[config.mk]
export PLATFORM = sky130hd
export DESIGN_NAME = fir_l2_stream_ctrl
export DESIGN_NICKNAME = d
export VERILOG_FILES = /design/src/rtl/fir_l2_ctrl_pkg.sv /design/src/rtl/fir_l2_valid_pipe.sv /design/src/rtl/fir_l2_stream_ctrl.sv
export SDC_FILE = /design/constraint.sdc
export NUM_CORES = 1
export LEC_CHECK = 0
export ABC_CLOCK_PERIOD_IN_PS = 1550
export CAP_MARGIN = 15
export CORE_ASPECT_RATIO = 0.75
export CORE_MARGIN = 5
export CORE_UTILIZATION = 25
export DETAILED_ROUTE_END_ITERATION = 10
export PLACE_DENSITY = 0.61
export SETUP_SLACK_MARGIN = 0.15
export SLEW_MARGIN = 20
export SYNTH_ARGS = -nofsm -noshare
export SYNTH_HDL_FRONTEND = slang
export SYNTH_SLANG_ARGS = --single-unit
[constraint.sdc]
create_clock -name clk -period 1.55 [get_ports clk]
set_input_delay 0.155 -clock clk [delete_from_list [all_inputs] [get_ports clk]]
set_output_delay 0.155 -clock clk [all_outputs]
set_load 0.05 [all_outputs]
[src/rtl/fir_l2_ctrl_pkg.sv]
// rtl/fir_l2_ctrl_pkg.sv - shared states, default widths and output narrowing for the L2 FIR sequencer
package fir_l2_ctrl_pkg;

    localparam int IN_W_DEF        = 16;
    localparam int FIR_OUT_W_DEF   = 64;
    localparam int OUT_W_DEF       = 24;
    localparam int OUT_SHIFT_DEF   = 23;
    localparam int FIR_LATENCY_DEF = 3;

    typedef enum logic [1:0] {
        P_EVEN,
        P_ODD,
        P_FULL
    } pair_state_t;

    typedef enum logic [1:0] {
        O_EMPTY,
        O_EVEN,
        O_ODD
    } out_state_t;

    // Arithmetic shift, then optional clamp to the signed out_w range; caller keeps the low out_w bits.
    function automatic logic [63:0] narrow(input logic signed [63:0] y, input int shift,
                                           input int out_w, input logic sat);
        logic signed [63:0] s;
        logic signed [63:0] hi;
        logic signed [63:0] lo;
        s  = y >>> shift;
        hi = (64'sd1 <<< (out_w - 1)) - 64'sd1;
        lo = -(64'sd1 <<< (out_w - 1));
        if (sat && (s > hi)) begin
            return hi;
        end
        if (sat && (s < lo)) begin
            return lo;
        end
        return s;
    endfunction

    function automatic logic clamps(input logic signed [63:0] y, input int shift, input int out_w);
        logic signed [63:0] s;
        logic signed [63:0] hi;
        logic signed [63:0] lo;
        s  = y >>> shift;
        hi = (64'sd1 <<< (out_w - 1)) - 64'sd1;
        lo = -(64'sd1 <<< (out_w - 1));
        return (s > hi) || (s < lo);
    endfunction

endpackage

[src/rtl/fir_l2_valid_pipe.sv]
// rtl/fir_l2_valid_pipe.sv - enable-gated valid shift register tracking pairs inside the filter
module fir_l2_valid_pipe #(
    parameter int DEPTH = 3
) (
    input  logic clk_i,
    input  logic reset_i,
    input  logic en_i,
    input  logic bit_i,
    output logic tail_o,
    output logic any_valid_o
);

    logic [DEPTH-1:0] pipe_q;
    logic [DEPTH-1:0] pipe_d;

    always_comb begin
        pipe_d = pipe_q;
        if (en_i) begin
            pipe_d = DEPTH'({pipe_q, bit_i});
        end
    end

    always_ff @(posedge clk_i) begin
        if (reset_i) begin
            pipe_q <= '0;
        end else begin
            pipe_q <= pipe_d;
        end
    end

    assign tail_o      = pipe_q[DEPTH-1];
    assign any_valid_o = |pipe_q;

endmodule

[src/rtl/fir_l2_stream_ctrl.sv]
// rtl/fir_l2_stream_ctrl.sv - pairs a serial sample stream into the L2 FIR and re-serialises its outputs
// Optional saturation of the narrowed outputs is enabled by defining FIR_CTRL_SAT_EN.
module fir_l2_stream_ctrl
    import fir_l2_ctrl_pkg::*;
#(
    parameter int IN_W        = IN_W_DEF,
    parameter int FIR_OUT_W   = FIR_OUT_W_DEF,
    parameter int OUT_W       = OUT_W_DEF,
    parameter int OUT_SHIFT   = OUT_SHIFT_DEF,
    parameter int FIR_LATENCY = FIR_LATENCY_DEF
) (
    input  logic                 clk,
    input  logic                 reset,
    input  logic                 s_valid,
    input  logic [IN_W-1:0]      s_data,
    output logic                 s_ready,
    input  logic                 flush,
    output logic                 flush_busy,
    output logic                 fir_en,
    output logic [IN_W-1:0]      fir_data_in_1,
    output logic [IN_W-1:0]      fir_data_in_2,
    input  logic [FIR_OUT_W-1:0] fir_data_out_1,
    input  logic [FIR_OUT_W-1:0] fir_data_out_2,
    output logic                 m_valid,
    output logic [OUT_W-1:0]     m_data,
    input  logic                 m_ready,
    output logic                 ovf_sticky
);

`ifdef FIR_CTRL_SAT_EN
    localparam logic SAT_EN = 1'b1;
`else
    localparam logic SAT_EN = 1'b0;
`endif

    pair_state_t       pair_q, pair_d;
    out_state_t        out_q, out_d;
    logic [IN_W-1:0]   even_q, even_d;
    logic [IN_W-1:0]   odd_q, odd_d;
    logic              flush_busy_q, flush_busy_d;
    logic [OUT_W-1:0]  y_even_q, y_even_d;
    logic [OUT_W-1:0]  y_odd_q, y_odd_d;
    logic signed [63:0] y_even_ext;
    logic signed [63:0] y_odd_ext;

    logic tail;
    logic any_valid;
    logic pair_avail;
    logic out_free;
    logic cap;
    logic s_fire;
    logic flush_start;

    assign y_even_ext = 64'($signed(fir_data_out_1));
    assign y_odd_ext  = 64'($signed(fir_data_out_2));

    // Zero pairs are only issued while something real is still inside the filter.
    always_comb begin
        pair_avail  = (pair_q == P_FULL) || (flush_busy_q && any_valid);
        out_free    = (out_q == O_EMPTY) || ((out_q == O_ODD) && m_ready) || !tail;
        fir_en      = !reset && pair_avail && out_free;
        s_ready     = !reset && !flush_busy_q && ((pair_q != P_FULL) || fir_en);
        s_fire      = s_valid && s_ready;
        flush_start = flush && !flush_busy_q;
        cap         = fir_en && tail;
    end

    always_comb begin
        pair_d       = pair_q;
        even_d       = even_q;
        odd_d        = odd_q;
        flush_busy_d = flush_busy_q;
        if (fir_en && (pair_q == P_FULL)) begin
            pair_d = P_EVEN;
        end
        if (s_fire) begin
            if (pair_d == P_EVEN) begin
                even_d = s_data;
                pair_d = P_ODD;
            end else begin
                odd_d  = s_data;
                pair_d = P_FULL;
            end
        end
        // A half-filled pair at flush time is completed with a zero odd sample and kept as real data.
        if (flush_start) begin
            flush_busy_d = 1'b1;
            if (pair_d == P_ODD) begin
                odd_d  = '0;
                pair_d = P_FULL;
            end
        end else if (flush_busy_q && (pair_q != P_FULL) && !any_valid) begin
            flush_busy_d = 1'b0;
        end
    end

    always_comb begin
        out_d    = out_q;
        y_even_d = y_even_q;
        y_odd_d  = y_odd_q;
        if (cap) begin
            y_even_d = OUT_W'(narrow(y_even_ext, OUT_SHIFT, OUT_W, SAT_EN));
            y_odd_d  = OUT_W'(narrow(y_odd_ext, OUT_SHIFT, OUT_W, SAT_EN));
        end
        case (out_q)
            O_EMPTY: begin
                if (cap) begin
                    out_d = O_EVEN;
                end
            end
            O_EVEN: begin
                if (m_ready) begin
                    out_d = O_ODD;
                end
            end
            O_ODD: begin
                if (m_ready) begin
                    out_d = cap ? O_EVEN : O_EMPTY;
                end
            end
            default: out_d = O_EMPTY;
        endcase
    end

    always_ff @(posedge clk) begin
        if (reset) begin
            pair_q       <= P_EVEN;
            out_q        <= O_EMPTY;
            even_q       <= '0;
            odd_q        <= '0;
            flush_busy_q <= 1'b0;
            y_even_q     <= '0;
            y_odd_q      <= '0;
        end else begin
            pair_q       <= pair_d;
            out_q        <= out_d;
            even_q       <= even_d;
            odd_q        <= odd_d;
            flush_busy_q <= flush_busy_d;
            y_even_q     <= y_even_d;
            y_odd_q      <= y_odd_d;
        end
    end

    fir_l2_valid_pipe #(
        .DEPTH (FIR_LATENCY)
    ) u_valid_pipe (
        .clk_i       (clk),
        .reset_i     (reset),
        .en_i        (fir_en),
        .bit_i       (pair_q == P_FULL),
        .tail_o      (tail),
        .any_valid_o (any_valid)
    );

    assign flush_busy    = flush_busy_q;
    assign fir_data_in_1 = (pair_q == P_FULL) ? even_q : '0;
    assign fir_data_in_2 = (pair_q == P_FULL) ? odd_q : '0;
    assign m_valid       = (out_q != O_EMPTY);
    assign m_data        = (out_q == O_EVEN) ? y_even_q :
                           (out_q == O_ODD)  ? y_odd_q  : '0;

`ifdef FIR_CTRL_SAT_EN
    logic ovf_q, ovf_d;

    always_comb begin
        ovf_d = ovf_q;
        if (cap && (clamps(y_even_ext, OUT_SHIFT, OUT_W) || clamps(y_odd_ext, OUT_SHIFT, OUT_W))) begin
            ovf_d = 1'b1;
        end
    end

    always_ff @(posedge clk) begin
        if (reset) begin
            ovf_q <= 1'b0;
        end else begin
            ovf_q <= ovf_d;
        end
    end

    assign ovf_sticky = ovf_q;
`else
    assign ovf_sticky = 1'b0;
`endif

endmodule

==> results of run 1 <==
## cell families after synthesis
| logic type | Yosys count |
|---|---|
| other | 1 |
| buffers and inverters | 43 |
| flip-flops | 88 |
| AO/OA/AOI/OAI | 140 |
| AND/OR/NAND/NOR | 210 |
## stage by stage
step | utilization | TNS, ns | worst slack [ns] | std cells
after detailed placement | 0.420 | -16.26 | -0.236 | 800
after global placement | 0.420 | -13.40 | -0.185 | 800
after CTS | 0.546 | -6.30 | -0.121 | 872
after floorplan | - | -0.505 | -0.0497 | 482
final | 0.571 | -11.39 | -0.219 | 883
after global routing | 0.571 | -16.36 | -0.220 | 883
## sequential cells by signal (all words and copies together) (netlist names)
signal	flops
y_odd_q	24
flush_busy	1
out_q	2
even_q	16
odd_q	16
pair_q	2
y_even_q	24
u_valid_pipe.pipe_q	3
## per-layer routing
metal / wire [µm] / share of wire / GRT usage / up-vias
met3: 954 / 0.053 / 0.0368 / 36
met2: 9180 / 0.51 / 0.329 / 152
li1: - / - / - / 2024
met5: 0 / 0 / 0 / -
met4: 454 / 0.025 / 0.0647 / 0
met1: 7470 / 0.41 / 0.229 / 2181
## layout make-up
type | instances | area (µm²) | area share
repair buffers | 218 | 3310 | 0.385
multi-input cells | 352 | 2920 | 0.339
flip-flops and latches | 88 | 1780 | 0.207
well taps | 205 | 256 | 0.0298
clock buffers | 10 | 239 | 0.0277
clock inverters | 6 | 88.8 | 0.0103
inverters | 4 | 15.0 | 0.00174
## critical path, cell delays in order (launching register included)
cell and delay (ns):
dfxtp_4 0.36, buf_6 0.11, nand2b_4 0.07, a2111oi_4 0.38, buf_4 0.20, buf_6 0.10
buf_12 0.10, buf_16 0.13, nand2_1 0.07, a21oi_1 0.16
## power by group through the flow
| stage | logic, mW | clock network [mW] | registers, mW |
|---|---|---|---|
| after floorplan | 0.246 | 0 | 2.38 |
| after global placement | 0.542 | 0 | 2.38 |
| after detailed placement | 0.549 | 0 | 2.39 |
| after CTS | 0.759 | 2.45 | 2.34 |
| after global routing | 0.889 | 2.55 | 2.34 |
| final | 0.855 | 2.41 | 2.34 |
## repair_timing
action | in CTS | in global routing
endpoints found under the hold margin | 0 | 0
endpoints found under the setup margin | 139 | 143
buffers inserted | 37 | 10
pin swaps | 115 | 63
gates cloned | 19 | 1
resized for setup | 214 | 89
## path summary, 6_finish.rpt
| path | from | slack, ns | end | cells after the start |
|---|---|---|---|---|
| worst max-delay path | pair_q[1] | -0.22 | y_even_q[17] | 9 |
| worst min-delay path | fir_data_out_2[38] | 0.37 | y_odd_q[15] | 3 |
| worst max register to register | pair_q[1] | -0.22 | y_even_q[17] | 9 |
| worst min register to register | even_q[0] | 0.47 | even_q[0] | 2 |
## cell usage in the layout (no fill, tap or decap), drive strengths merged
master         netlist  routed
o32ai                1       1
nand3               17      17
and2                34      34
or3                  1       1
o2111ai              1       1
a311oi               1       1
a22o                24      24
o31ai                2       2
clkinv               0       1
nor3b                2       2
inv                  4       7
nor2b                6       6
o21ai               22      22
nand2              132     132
bufinv               0       2
or2                  1       1
a21oi               84      84
and4b                1       1
a2111oi              1       1
dlygate4sd2          0       1
dfxtp               88      88
a21boi               1       1
nor2                 8       9
nand2b               4       4
nor3                 4       4
clkbuf              20      11
clkdlybuf4s50        0      66
conb                 1       1
a31oi                2       2
buf                 19     150
a211oi               1       1
==> flow_summary_export.csv, run 1 <==
group,metric,value,unit
logic_synthesis,ys_top_cells_by_area,"dfxtp_1, nand2_1, a21oi_1",
finish,area_delta_synth_final,127,%
sta,fin_crit,1.77,ns
detailed_routing,first_iter_violations,343,
logic_synthesis,async_flop_share,0,
power,switching_share,0.247,
finish,nNetsFinal,822,
setup_path,crit_type,"reg -> reg",
setup_path,cp-start-kind,"flop",
sta,fin_skew,0.00682,ns
floorplanning,die_width,152,µm
logic_synthesis,synth_common_cells,"nand2_1, dfxtp_1, a21oi_1",
floorplanning,dieArea,17800,µm²
sta,setup_violations,122,
clock_tree,clockBufferDepth,2,
floorplanning,initial_core_util,0.252,
global_routing,first_global_vias,4572,
sta,worstMarginPinSlew,0.707,ns
clock_tree,htreeDepth,3,
place,place_congestion,0.787,
power,p_leak,3.21,nW
sta,hold_violations,0,
floorplanning,rows,39,
sta,timing.slew.headroom,0.529,
detailed_routing,drt-total-wl,18100,µm
sta,fin_ws,-0.219,ns
logic_synthesis,yosysWarnings,0,
setup_path,crit_arrival,2.02,ns
logic_synthesis,synth.distinct_cells,34,
global_routing,grt_util_all_layers,0.186,
detailed_routing,vias,4393,
place,dp_hpwl,9260,µm
logic_synthesis,synthMostInstantiatedCell,"nand2_1",
detailed_routing,ant_nets,0,
logic_synthesis,synth_flop_cell,"dfxtp_1",
global_routing,grt_start_max_net_pins,49,
sta,holdWs,0.369,ns
global_routing,antenna_found_initial,0,
logic_synthesis,synth.ff_latch_count,88,
global_routing,grt_first_pass_wirelength,25900,µm
logic_synthesis,syn_inst,482,
logic_synthesis,ys_seq_area_frac,0.464,
setup_path,critical_path.max_fanout,6,
clock_tree,cts_hold_buffers,0,
logic_synthesis,synthXorXnorAreaFrac,0,
clock_tree,tritoncts,"built",
floorplanning,num_io_pins,210,
outcome,failed_checks,"negative setup slack",
logic_synthesis,syn_area_per_cell,7.88,µm²
logic_synthesis,synth_area,3800,µm²
sta,rsz0062_at_grt,"true",
floorplanning,core,15100,µm²
floorplanning,dieHeight,117,µm
power,pwr-share-clk,0.430,
power,vdd.ir_drop.worst,0.604,mV
detailed_routing,wl_per_cell,20.5,µm
sta,fmax,565,MHz
logic_synthesis,synth_adder_area_share,0,
power,seq_power_share,0.418,
logic_synthesis,syn_nets,631,
clock_tree,cts_sinks,88,
finish,nFillCells,1150,
power,p_per_area,651,nW/µm²
clock_tree,numCtsBuffers,9,
logic_synthesis,synth_compound_area_frac,0.227,
detailed_routing,dr.pass1.iters,4,
place,placed_area,6340,µm²
logic_synthesis,synth_top_family_by_area,"simple AND/OR/NAND/NOR gates",
finish,diodes,0,
outcome,status,"finished, violations left",
setup_path,endpoint_kind,"flop",
detailed_routing,drc_errors,0,
logic_synthesis,synthMuxAreaShare,0,
logic_synthesis,yosys.area_share.simple,0.253,
power,intPower,4.22,mW
logic_synthesis,synth-edff-count,0,
sta,finalMaxSlewViolations,0,
logic_synthesis,synth_top_area_frac,0.464,
setup_path,crit_required,1.80,ns
run,maxCapViolCount,0,
clock_tree,clk_pin_slew,0.07,ns
min_path,hp-class,"in -> reg",
clock_tree,clockRootBuffer,"clkbuf_16",
detailed_routing,vias_per_cell,4.98,
finish,drive_gt1_frac,0.586,
power,p_total,5.61,mW
logic_synthesis,synth_top_cell_by_area,"dfxtp_1",
global_routing,grt_overflow,0,
power,p_switching,1.38,mW
clock_tree,clk_latency,0.34,ns
power,comb_power_share,0.152,
sta,post-route-period-util,1.14,
place,port_buffers,128,
finish,stdcell_area,8610,µm²
(Power assumes the default switching activity.)
==> inputs of run 2 (changes only) <==
--- a/config.mk
+++ b/config.mk
@@ -10,6 +10,7 @@
 export CORE_ASPECT_RATIO = 0.75
 export CORE_MARGIN = 5
 export CORE_UTILIZATION = 25
+export CTS_BUF_LIST = sky130_fd_sc_hd__clkbuf_4 sky130_fd_sc_hd__clkbuf_8
 export DETAILED_ROUTE_END_ITERATION = 10
 export PLACE_DENSITY = 0.61
 export SETUP_SLACK_MARGIN = 0.15
==> run 2 against run 1 <==
The run still ends with negative setup slack left. Final cell count decreased by 1.6%. Combinational power is 2% lower. Critical path depth fell by 1. Worst setup slack lost 0.042 ns. Routed wire length decreased by 4.0%. Flip-flop and latch count unchanged. Die area unchanged. Via count shrank 1.7%. Global-route usage shrank 2.4 points. Clock skew up 0.0086 ns. Register-to-register slack worse by 0.04 ns. Power is 10% lower.
==> flow_summary_export.csv, run 2 (synthesis gave the netlist of run 1 again) <==
group,metric,value,unit
outcome,status,"finished, violations left",
outcome,failed_checks,"negative setup slack",
floorplanning,num_io_pins,210,
sta,finalSetupTns,-15.74,ns
finish,layout_commonest_cell,"dfxtp_1",
clock_tree,clockBufferDepth,2,
finish,stdcell_area,8350,µm²
setup_path,slowest_stage,"a2111oi_4",
finish,top_regs,"y_even_q x24, y_odd_q x24",
clock_tree,tritoncts,"built",
setup_path,cp_cell_sequence,"clkinvlp_4 -> a2111oi_4 -> buf_4 -> buf_6 -> buf_12 -> buf_16 -> nand2_4 -> a21oi_2",
global_routing,grt_start_max_net_pins,49,
setup_path,crit_required,1.85,ns
min_path,hp-class,"in -> reg",
power,vdd.ir_drop.worst,0.613,mV
clock_tree,clk_latency,0.37,ns
setup_path,max_stage_delay,0.45,ns
detailed_routing,drt-total-wl,17300,µm
sta,hold_violations,0,
min_path,whs_endpoint,"y_odd_q[15]",
detailed_routing,first_iter_violations,232,
setup_path,r2r-end,"y_odd_q[14]",
finish,nNetsFinal,808,
clock_tree,cts_sinks,88,
setup_path,critical_path.max_fanout,6,
finish,seq_area,1780,µm²
floorplanning,die_width,152,µm
floorplanning,initial_core_util,0.252,
power,p_per_area,602,nW/µm²
place,place_congestion,0.787,
sta,post-route-period-util,1.17,
sta,holdWs,0.343,ns
run,maxCapViolCount,0,
power,p_total,5.03,mW
setup_path,worstReg2RegStart,"flush_busy",
global_routing,first_global_vias,4187,
finish,multi_input_area,3060,µm²
setup_path,r2r_cells,8,
sta,rsz0062_at_grt,"true",
setup_path,crit_type,"reg -> reg",
setup_path,endpoint_kind,"flop",
finish,diodes,0,
sta,fin_ws,-0.261,ns
clock_tree,htreeDepth,3,
clock_tree,clk_pin_slew,0.10,ns
sta,setup_violations,114,
floorplanning,dieArea,17800,µm²
setup_path,regToRegSetupSlack,-0.26,ns
finish,nFillCells,1175,
floorplanning,core,15100,µm²
finish,area_delta_synth_final,120,%
sta,worstMarginPinSlew,0.787,ns
clock_tree,cts_hold_buffers,0,
clock_tree,numCtsBuffers,9,
detailed_routing,vias_per_cell,4.97,
global_routing,antenna_found_initial,0,
finish,final_util,0.553,
min_path,min_from,"fir_data_out_2[38]",
detailed_routing,ant_nets,0,
detailed_routing,dr.pass1.iters,4,
setup_path,critPathBufInv,5,
place,port_buffers,128,
global_routing,grt_util_all_layers,0.162,
setup_path,critPathTopFamily,"buffers and inverters",
power,p_leak,3.21,nW
global_routing,grt_first_pass_wirelength,22900,µm
detailed_routing,vias,4320,
place,placed_area,6340,µm²
clock_tree,clockRootBuffer,"clkbuf_8",
setup_path,crit_arrival,2.11,ns
setup_path,cp-start-kind,"flop",
floorplanning,dieHeight,117,µm
detailed_routing,wl_per_cell,19.9,µm
place,dp_hpwl,9260,µm
floorplanning,rows,39,
sta,timing.slew.headroom,0.475,
sta,fin_skew,0.0154,ns
min_path,min_path_cells,3,
global_routing,grt_overflow,0,
sta,fmax,552,MHz
sta,fin_crit,1.81,ns
sta,finalMaxSlewViolations,0,
detailed_routing,drc_errors,0,
finish,layout_common_cells,"dfxtp_1, buf_12, clkdlybuf4s50_1",
finish,drive_gt1_frac,0.611,
-- run 2: per-layer routing --
layer / wire length (µm) / vias up / global-route usage
li1: - / 1988 / -
met1: 7500 / 2195 / 0.212
met2: 8970 / 110 / 0.276
met3: 524 / 27 / 0.0309
met4: 340 / 0 / 0.0461
met5: 0 / - / 0
-- run 2: report_power, final --
part           internal, mW  switching, mW  total (mW)  leakage, nW
Clock                 0.963          0.882        1.84        0.118
Combinational         0.429          0.412       0.840         2.38
Sequential             2.30         0.0405        2.34        0.715
Total                  3.69           1.33        5.03         3.21
-- run 2: how the worst max path moves through the flow --
stage / startpoint / to / slack [ns] / depth (start not counted)
floorplan: flush_busy / odd_q[10] / -0.05 / 6
global placement: out_q[1] / m_data[0] / -0.18 / 3
detailed placement: m_ready / y_odd_q[19] / -0.24 / 6
CTS: out_q[1] / m_data[9] / -0.15 / 4
global route: flush_busy / y_odd_q[14] / -0.31 / 8
finish: flush_busy / y_odd_q[14] / -0.26 / 8
-- run 2: area by class of cell --
type / count / share of cell area
well taps: 205 / 0.0307
inverters: 4 / 0.00225
repair buffers: 204 / 0.360
flip-flops and latches: 88 / 0.213
clock inverters: 6 / 0.0106
clock buffers: 10 / 0.0165
multi-input cells: 352 / 0.367
-- run 2: worst register-to-register path, stage by stage (launching register included) --
cell and delay (ns):
dfxtp_4 0.39, clkinvlp_4 0.15, a2111oi_4 0.45, buf_4 0.20, buf_6 0.10, buf_12 0.11
buf_16 0.14, nand2_4 0.06, a21oi_2 0.15
-- run 2: timing repair --
item                                    4_1_cts  5_1_grt
gates resized for setup                     139      182
pin swaps                                    36      123
gates cloned                                 11        7
endpoints found under the setup margin      139      143
buffers inserted                             28        7
-- run 2: per-stage QoR --
| step | worst slack (ns) | cells |
|---|---|---|
| floorplan | -0.0497 | 482 |
| global placement | -0.185 | 800 |
| detailed placement | -0.236 | 800 |
| CTS | -0.149 | 855 |
| global route | -0.309 | 869 |
| finish | -0.261 | 869 |
==> edit, RTL diff (flow settings as in run 2) <==
Set the localparam `SAT_EN` to 1'b1 (it was 1'b0).
--- a/src/rtl/fir_l2_stream_ctrl.sv
+++ b/src/rtl/fir_l2_stream_ctrl.sv
@@ -32,3 +32,3 @@
 `else
-    localparam logic SAT_EN = 1'b0;
+    localparam logic SAT_EN = 1'b1;
 `endif
Behaviour: not the same (Yosys sat finds a counterexample within 10 cycles, from zero or initial values and one cycle with reset high).
==> edit against run 2 <==
- the flow still finishes with violations (setup timing)
- sequential cell count unchanged
- area after synthesis up 19%
- wire length up 13%
- total power down 1.5%
- non-clock buffer count up 46
- cell area up 5.7%
- fmax up 3.0%
- worst setup slack better by 0.053 ns
- critical path type is now reg -> out
- critical endpoint is now s_ready
==> edit: results (changes against run 2) <==
metric;value;unit;change
grt_max_degree;71;;+45%
nFillCells;1513;;+29%
holdPathEnd;odd_q[7]$_SDFF_PP0_;;
p_clk;1.58;mW;-14%
switchingPower;1.34;mW;+0.31%
startpoint;out_q[0]$_SDFFE_PP0P_;;
pre_cts_ws;-0.488;ns;-0.252 ns
synth.distinct_cells;46;;+35%
setup_viol;106;;-7.0%
num-multi-input-gates;378;;+7.4%
n_all_inverters;7;;+3
critPathMaxFanout;3;;-3
antenna_found_initial;2;;+2
vdd.ir_drop.worst;0.000330;V;-46%
violations;setup timing;;
tns;-13.24;ns;+2.50 ns
seq_power_share;0.475;;+0.009
r2r_slack;-0.13;ns;+0.13 ns
finalWorstSetupSlack;-0.208;ns;+0.0528 ns
gp_congestion;0.873;;+11%
crit_slowest_cell;dfxtp_2;;
hp-start;s_data[7];;
wirelength;19.5;mm;+13%
drtIter0Drc;653;;+180%
sh_seq_area;0.201;;-0.0118
vias;5229;;+21%
power_density;562;nW/um^2;-6.8%
buf_share;0.382;;+0.0214
status;finished, violations left;;
multi_input_area;3160;sq um;+3.1%
io_buffers;162;;+27%
rr_endpoint;y_even_q[22]$_SDFFE_PP0P_;;
clock_area_frac;0.0218;;-0.00530
[edit: changes by cell type after synthesis, sizes merged, moves of 21 or more]
| cell | run 2 | this run |
|---|---|---|
| o211ai | 0 | 26 |
| nand2 | 132 | 58 |
| a31oi | 2 | 23 |
| o22ai | 0 | 23 |
| nand4 | 0 | 23 |
| a21oi | 84 | 26 |
| a22oi | 0 | 23 |
[edit: routing by layer]
| metal | GRT usage | vias up | share of wire | wire [um] |
|---|---|---|---|---|
| met5 | 0 | - | 0.00061 | 12 |
| met4 | 0.0411 | 2 | 0.022 | 425 |
| met3 | 0.0408 | 43 | 0.071 | 1390 |
| met2 | 0.255 | 214 | 0.47 | 9210 |
| met1 | 0.230 | 2513 | 0.43 | 8490 |
| li1 | - | 2457 | - | - |
[edit: kinds of logic (layout without fill, tap and decap cells)]
logic type      after synthesis  count (layout)  synth area share
compound gates              207             207             0.347
simple gates                170             170             0.198
flops                        88              88             0.391
other cells                   1               2          0.000833
buf+inv                      62             273            0.0625
